`src/rtl/datapath_ctrl_pkg.sv`:
```
// datapath_ctrl_pkg: shared encodings, field positions and FSM states for the datapath sequencer
package datapath_ctrl_pkg;
  localparam int INSTR_W = 12;
  localparam int KIND_HI = 11;
  localparam int KIND_LO = 10;
  localparam int ALU_HI = 9;
  localparam int ALU_LO = 7;
  localparam int RD_HI = 6;
  localparam int RD_LO = 5;
  localparam int RS1_HI = 4;
  localparam int RS1_LO = 3;
  localparam int RS2_HI = 2;
  localparam int RS2_LO = 1;
  localparam int COND_BIT = 0;
  localparam logic [2:0] ALU_ADD = 3'b010;
  localparam logic [2:0] ALU_SUB = 3'b110;
  typedef enum logic [1:0] {
    KIND_ALU  = 2'b00,
    KIND_CMP  = 2'b01,
    KIND_NOP  = 2'b10,
    KIND_HALT = 2'b11
  } kind_e;
  typedef enum logic [2:0] {
    S_IDLE   = 3'd0,
    S_READ   = 3'd1,
    S_EXEC   = 3'd2,
    S_SKIP   = 3'd3,
    S_HALTED = 3'd4
  } state_e;
endpackage

```
`src/rtl/dp_instr_decode.sv`:
```
// dp_instr_decode: splits a micro-instruction word into datapath control fields
module dp_instr_decode
  import datapath_ctrl_pkg::*;
(
  input  logic [INSTR_W-1:0] ir,
  output kind_e              kind,
  output logic [2:0]         alu_op,
  output logic [1:0]         rd,
  output logic [1:0]         rs1,
  output logic [1:0]         rs2,
  output logic               cond,
  output logic               is_write,
  output logic               updates_zero
);
  assign kind = kind_e'(ir[KIND_HI:KIND_LO]);
  assign alu_op = ir[ALU_HI:ALU_LO];
  assign rd = ir[RD_HI:RD_LO];
  assign rs1 = ir[RS1_HI:RS1_LO];
  assign rs2 = ir[RS2_HI:RS2_LO];
  assign cond = ir[COND_BIT];
  assign is_write = kind == KIND_ALU;
  assign updates_zero = kind == KIND_ALU || kind == KIND_CMP;
endmodule

```
`src/rtl/datapath_sequencer.sv`:
```
// datapath_sequencer: multi-cycle controller sequencing the register-file/ALU datapath
module datapath_sequencer
  import datapath_ctrl_pkg::*;
#(
  parameter int CNT_W = 8
) (
  input  logic               clock,
  input  logic               reset,
  input  logic               instr_valid,
  output logic               instr_ready,
  input  logic [INSTR_W-1:0] instr,
  input  logic               resume,
  input  logic               zero_flag,
  output logic [1:0]         read_reg_num1,
  output logic [1:0]         read_reg_num2,
  output logic [1:0]         write_reg,
  output logic [2:0]         alu_control,
  output logic               regwrite,
  output logic               busy,
  output logic               halted,
  output logic               done,
  output logic               skipped,
  output logic               zero_status,
  output logic [CNT_W-1:0]   retired_count
);
  state_e      state;
  kind_e       kind;
  logic [2:0]  alu_op;
  logic [1:0]  rd, rs1, rs2;
  logic        cond, is_write, updates_zero, wr_q, uz_q;
  logic        accept;
  dp_instr_decode u_dec (
    .ir           (instr),
    .kind         (kind),
    .alu_op       (alu_op),
    .rd           (rd),
    .rs1          (rs1),
    .rs2          (rs2),
    .cond         (cond),
    .is_write     (is_write),
    .updates_zero (updates_zero)
  );
  assign accept = instr_valid && instr_ready;
  always_ff @(posedge clock or negedge reset) begin
    if (!reset) begin
      state <= S_IDLE;
      read_reg_num1 <= '0;
      read_reg_num2 <= '0;
      write_reg <= '0;
      alu_control <= '0;
      wr_q <= 1'b0;
      uz_q <= 1'b0;
      instr_ready <= 1'b1;
      regwrite <= 1'b0;
      busy <= 1'b0;
      halted <= 1'b0;
      done <= 1'b0;
      skipped <= 1'b0;
      zero_status <= 1'b0;
      retired_count <= '0;
    end else begin
      done <= 1'b0;
      skipped <= 1'b0;
      regwrite <= 1'b0;
      if (accept) begin
        read_reg_num1 <= rs1;
        read_reg_num2 <= rs2;
        write_reg <= rd;
        alu_control <= alu_op;
        wr_q <= is_write;
        uz_q <= updates_zero;
      end
      case (state)
        S_IDLE: if (accept) begin
          instr_ready <= 1'b0;
          if (kind == KIND_HALT) begin
            state <= S_HALTED;
            halted <= 1'b1;
            done <= 1'b1;
            retired_count <= retired_count + 1'b1;
          end else begin
            state <= (cond && !zero_status) ? S_SKIP : S_READ;
            busy <= 1'b1;
          end
        end
        S_READ: begin
          state <= S_EXEC;
          regwrite <= wr_q;
        end
        S_EXEC, S_SKIP: begin
          state <= S_IDLE;
          busy <= 1'b0;
          instr_ready <= 1'b1;
          done <= 1'b1;
          skipped <= state == S_SKIP;
          retired_count <= retired_count + 1'b1;
          if (state == S_EXEC && uz_q) zero_status <= zero_flag;
        end
        S_HALTED: if (resume) begin
          state <= S_IDLE;
          halted <= 1'b0;
          instr_ready <= 1'b1;
        end
        default: state <= S_IDLE;
      endcase
    end
  end
endmodule

```
`config.mk`:
```
export PLATFORM = sky130hd
export DESIGN_NAME = datapath_sequencer
export DESIGN_NICKNAME = d
export VERILOG_FILES = /design/src/rtl/datapath_ctrl_pkg.sv /design/src/rtl/dp_instr_decode.sv /design/src/rtl/datapath_sequencer.sv
export SDC_FILE = /design/constraint.sdc
export NUM_CORES = 1
export LEC_CHECK = 0
export BUFFER_PORTS_ARGS = -buffer_cell sky130_fd_sc_hd__buf_2
export CORE_MARGIN = 2
export CORE_UTILIZATION = 45
export CTS_CLUSTER_SIZE = 30
export DETAILED_ROUTE_END_ITERATION = 8
export HOLD_SLACK_MARGIN = 0.02
export PLACE_DENSITY = 0.74
export SLEW_MARGIN = 20
export SYNTH_ARGS = -nofsm -noshare
export SYNTH_HDL_FRONTEND = slang
export SYNTH_HIERARCHICAL = 1
export SYNTH_SLANG_ARGS = --single-unit
```
`constraint.sdc`:
```
create_clock -name clock -period 1.6 [get_ports clock]
set_input_delay 0.24 -clock clock [delete_from_list [all_inputs] [get_ports clock]]
set_output_delay 0.24 -clock clock [all_outputs]
set_load 0.02 [all_outputs]
```
Word-level counts from Yosys, hierarchy flattened
Cells that the tools add are included.

$add $sub $neg: 1. Equal/unequal tests: 10. Mux-type cells: 23. Reduce and logical (&&, ||, !) cells: 17.

Operators by type and width (count): $mux W8 (2); $pmux W8 S2 (1); $mux W1 (11); $mux W3 (3); $pmux W3 S3 (1); $reduce_and A3 Y1 (3); $add A8 B1 Y8 const B (1); $ne A2 B2 Y1 const B (4); $eq A3 B2 Y1 const B (2); $pmux W1 S2 (3); $reduce_and A2 Y1 (2); $reduce_and A4 Y1 (1); $reduce_bool A2 Y1 (2); $eq A3 B1 Y1 const B (1); $eq A3 B3 Y1 const B (1); $logic_and A1 B1 Y1 (3); $logic_not A3 Y1 (1); $pmux W1 S3 (1); $reduce_bool A3 Y1 (1); $eq A2 B1 Y1 const B (1); $eq A2 B2 Y1 const B (1); $logic_not A2 Y1 (1); $mux W2 (1); $reduce_or A2 Y1 (1); other kinds (2) (2).

Register bits: 29. Input port bits: 17.

Logic depth before layout (Yosys ltp)
Depth in word-level cells: 6. Mapped depth: 5. Gate-level depth less buffers: 4.

By module
Netlist, hierarchy kept.

Modules (own cells, without submodules): datapath_sequencer (times used 1, cells an instance 96, area an instance 1219.9 um^2, sequential area each 726.9 um^2); dp_instr_decode (times used 1, cells an instance 14, area an instance 97.6 um^2, sequential area each 0.0 um^2).

Worst setup path after synthesis
No wires, ideal clock.

Path kind: register to register. Start: register instr_ready. End: register retired_count[1]. Library setup time: 0.125 ns. Data arrival time: 1.447 ns. Slack: 0.029 ns. Stages on the path, launching flop included: 5. Buffers on the path: 0. Period minus slack after synthesis: 1.571 ns. Path through: dfstp_2 > and4_2 > a21oi_1 > nor2_2 > mux2_2.

Word-level cells in the longest chain between the ends: 3.

Ends and longest elaborated chain: start, declared (line datapath_sequencer.sv:10) `output logic instr_ready,`; start signal, assigned (line datapath_sequencer.sv:53) `instr_ready <= 1'b1;`; start signal, assigned (line datapath_sequencer.sv:75) `instr_ready <= 1'b0;`; start signal, assigned (line datapath_sequencer.sv:93) `instr_ready <= 1'b1;`; $logic_and A1 B1 Y1 (line datapath_sequencer.sv:43) `assign accept = instr_valid && instr_ready;`; $ne A2 B2 Y1 (no source line); $reduce_and A3 Y1 (no source line); end signal, assigned (line datapath_sequencer.sv:80) `retired_count <= retired_count + 1'b1;`; end signal, assigned (line datapath_sequencer.sv:96) `retired_count <= retired_count + 1'b1;`; end, declared (line datapath_sequencer.sv:24) `output logic [CNT_W-1:0] retired_count`.

Every way passes these cells. A chain may end at the register's enable or synchronous reset.

Final worst setup path
Same ends and word-level chain as after synthesis.

==> metrics.csv <==
stage;metric;value;unit
final_layout;largest_reg_flops;8;
flow_run;maxCapViolCount;0;
synthesis;synth_edf_count;0;
critical_path;end_kind;flop;
clocking;cts_made_buffers;5;
timing;hold_violations;0;
run_status;status;complete, no violations;
critical_path;worstPathRequired;1.82;ns
synthesis;syn_area_per_cell;12.0;um2
synthesis;ys_seq_area_share;55.2;%
critical_path;reg2reg_from;instr_ready$_DFFE_PN1P_;
clocking;cts_tree;yes;
final_layout;syn_to_final_growth;18.9;%
clocking;clkSlewWorstSetupHoldPaths;0.09;ns
worst_hold_path;worst_hold_path.endpoint;zero_status$_DFFE_PN0P_;
power_and_ir_drop;ir_worst_vdd;0.597;mV
clocking;clk_latency;0.32;ns
timing;worst_slew_pin_slew;0.622;ns
critical_path;timing.rr.end;retired_count[1]$_DFFE_PN0P_;
die;row_count;19;
synthesis;synthArstFlopShare;100;%
final_layout;top_regs;retired_count: 8 flops, alu_control: 3 flops, state: 3 flops;
timing;drv_slew;0;
synthesis;synth.distinct_cells;28;
critical_path;critPathLaunchType;flop;
timing;timing.hold.ws;0.132;ns
timing;fin_worst_skew;0.00524;ns
clocking;clock_sinks;29;
drt;routed_wl;2.56;mm
timing;fmax;640;MHz
timing;relSlewSlack;58.5;%
placed_design;postPlaceCellArea;0.00147;mm2
final_layout;top_register;retired_count;
final_layout;final_layout_size_suffix_gt1_share;47.7;%
placed_design;gp_congestion;0.822;
synthesis;ys_ff_latch;29;
die;initial_utilization;47.8;%
worst_hold_path;whs_path_depth;3;
die;io_pins;41;
placed_design;dp_hpwl;1.81;mm
grt;grt_first_pass_wirelength;4.08;mm
drt;antenna_left;0;
clocking;cts_max_level;2;
synthesis;syn-cell-area;0.00132;mm2
critical_path;worstSetupPathType;reg -> reg;
critical_path;crit_arrival;1.78;ns
timing;period_minus_slack;1.56;ns
drt;vias_per_cell;5.27;
worst_hold_path;min_path_type;in -> reg;
critical_path;ff2ff_path_depth;4;
critical_path;r2r_setup_slack;0.04;ns
final_layout;layout.nets;166;
grt;grt_overflow;0;
drt;drtIter0Drc;26;
clocking;root_buffer;clkbuf_4;
synthesis;syn_nets;128;
die;die_h;58.1;um
synthesis;ys_warn_count;6;
die;core_area;0.00276;mm2
placed_design;portBuffers;40;
drt;vias;948;
power_and_ir_drop;p_total;1.19;mW
final_layout;antennaDiodeCount;0;
grt;grt_pass1_vias;956;
drt;avgRoutedWirePerCell;14.2;um
grt;grt_max_degree;30;
power_and_ir_drop;powerDensity;762;mW/mm2
die;die_area;0.00338;mm2
timing;setup_violations;0;
timing;fin_crit_sh;97.6;%
critical_path;critPathMaxFanout;5;
drt;first_pass_iters;4;
power_and_ir_drop;p_leak;0.887;nW
synthesis;synth_cells;110;
drt;drc_errors;0;
critical_path;crit_start;instr_ready$_DFFE_PN1P_;
die;die_x;58.1;um
clocking;clockBufferDepth;2;
synthesis;synth_flop_cell;dfrtp_1;
worst_hold_path;min_from;zero_flag;
grt;grtUsageTotal;16.0;%
grt;antenna_found_initial;0;
final_layout;stdcell_area;0.00157;mm2
## logic make-up (layout without fill, tap and decap cells)
kind of cell | Yosys count | in the layout | synth area share [%]
flops | 29 | 29 | 55.2
compound gates | 13 | 13 | 7.12
mux | 12 | 12 | 10.3
xor+xnor | 7 | 7 | 4.65
simple gates | 28 | 28 | 12.4
buf+inv | 20 | 59 | 9.40
fa+ha+maj | 1 | 1 | 0.950
## area by class of cell
type / count / area (um2)
clock inverter: 2 / 10.0
tap: 31 / 38.8
timing repair buffer: 46 / 248
sequential: 29 / 727
multi-input combinational: 61 / 483
inverter: 5 / 18.8
clock buffer: 6 / 41.3
fill: 235 / 1190
## worst max path at each step
stage,to,slack (ns),cells after the start
global placement,retired_count[7]$_DFFE_PN0P_,0.07,4
finish,retired_count[1]$_DFFE_PN0P_,0.04,4
global route,retired_count[1]$_DFFE_PN0P_,-0.01,4
CTS,retired_count[7]$_DFFE_PN0P_,0.007,4
floorplan,retired_count[1]$_DFFE_PN0P_,0.03,4
detailed placement,retired_count[7]$_DFFE_PN0P_,0.01,4
## timing repair
action / 4_1_cts / 5_1_grt
hold buffers: 1 / 0
buffers inserted: 0 / 2
resized for setup: 0 / 2
hold endpoints to repair: 28 / 0
endpoints found under the setup margin: 0 / 4
## per-layer routing
metal,track usage [%],up-vias,share of wire [%]
li1,-,443,-
met1,18.2,455,44
met2,26.1,44,47
met3,6.47,6,7.3
met4,7.64,0,2.2
met5,0,-,0
## through the flow
stage | cells | util, % | worst slack (ns) | TNS (ns)
finish | 180 | 56.8 | 0.0382 | 0
global route | 180 | 56.8 | -0.0149 | -0.0149
CTS | 178 | 55.7 | 0.00670 | 0
detailed placement | 169 | 53.4 | 0.0125 | 0
global placement | 169 | 53.4 | 0.0731 | 0
floorplan | 110 | - | 0.0285 | 0
## cell usage after synthesis (all sizes together), types with 2 or more instances
library cell / n / area (um2)
o21ai: 2 / 10.0
mux2: 12 / 135
dfrtp: 28 / 701
and3: 3 / 18.8
nand2: 9 / 33.8
xor2: 4 / 35.0
nor3: 3 / 15.0
nand4: 3 / 18.8
buf: 15 / 105
nor3b: 2 / 15.0
a21oi: 4 / 20.0
xnor2: 3 / 26.3
nor2: 4 / 17.5
a211oi: 2 / 15.0
and4: 2 / 18.8
inv: 5 / 18.8
## cells in the final DEF, fill, tap and decap left out, drive strengths merged
| cell | count |
|---|---|
| mux2 | 12 |
| a21oi | 4 |
| clkinv | 2 |
| and3 | 3 |
| o21ai | 2 |
| xnor2 | 3 |
| nand2b | 1 |
| inv | 5 |
| a211oi | 2 |
| a2111oi | 1 |
| dlygate4sd3 | 1 |
| a221o | 1 |
| nand3b | 1 |
| nor3b | 2 |
| nor3 | 3 |
| a31oi | 1 |
| and4 | 2 |
| nand2 | 9 |
| xor2 | 4 |
| ha | 1 |
| a2bb2oi | 1 |
| nor2 | 4 |
| a21boi | 1 |
| buf | 45 |
| nand4 | 3 |
| dfrtp | 28 |
| clkbuf | 6 |
| dfstp | 1 |
## where the power goes
group,internal (mW),switching (mW)
clock network,0.167,0.243
registers,0.734,0.00130
logic,0.0195,0.0288
total,0.920,0.273
## worst max-delay path, cell delays in order (launching register included)
cell	delay, ns
dfstp_2	0.60
and4_2	0.28
a21oi_2	0.10
nor2_2	0.14
mux2_2	0.34
Power figures use the tool's default switching activity.
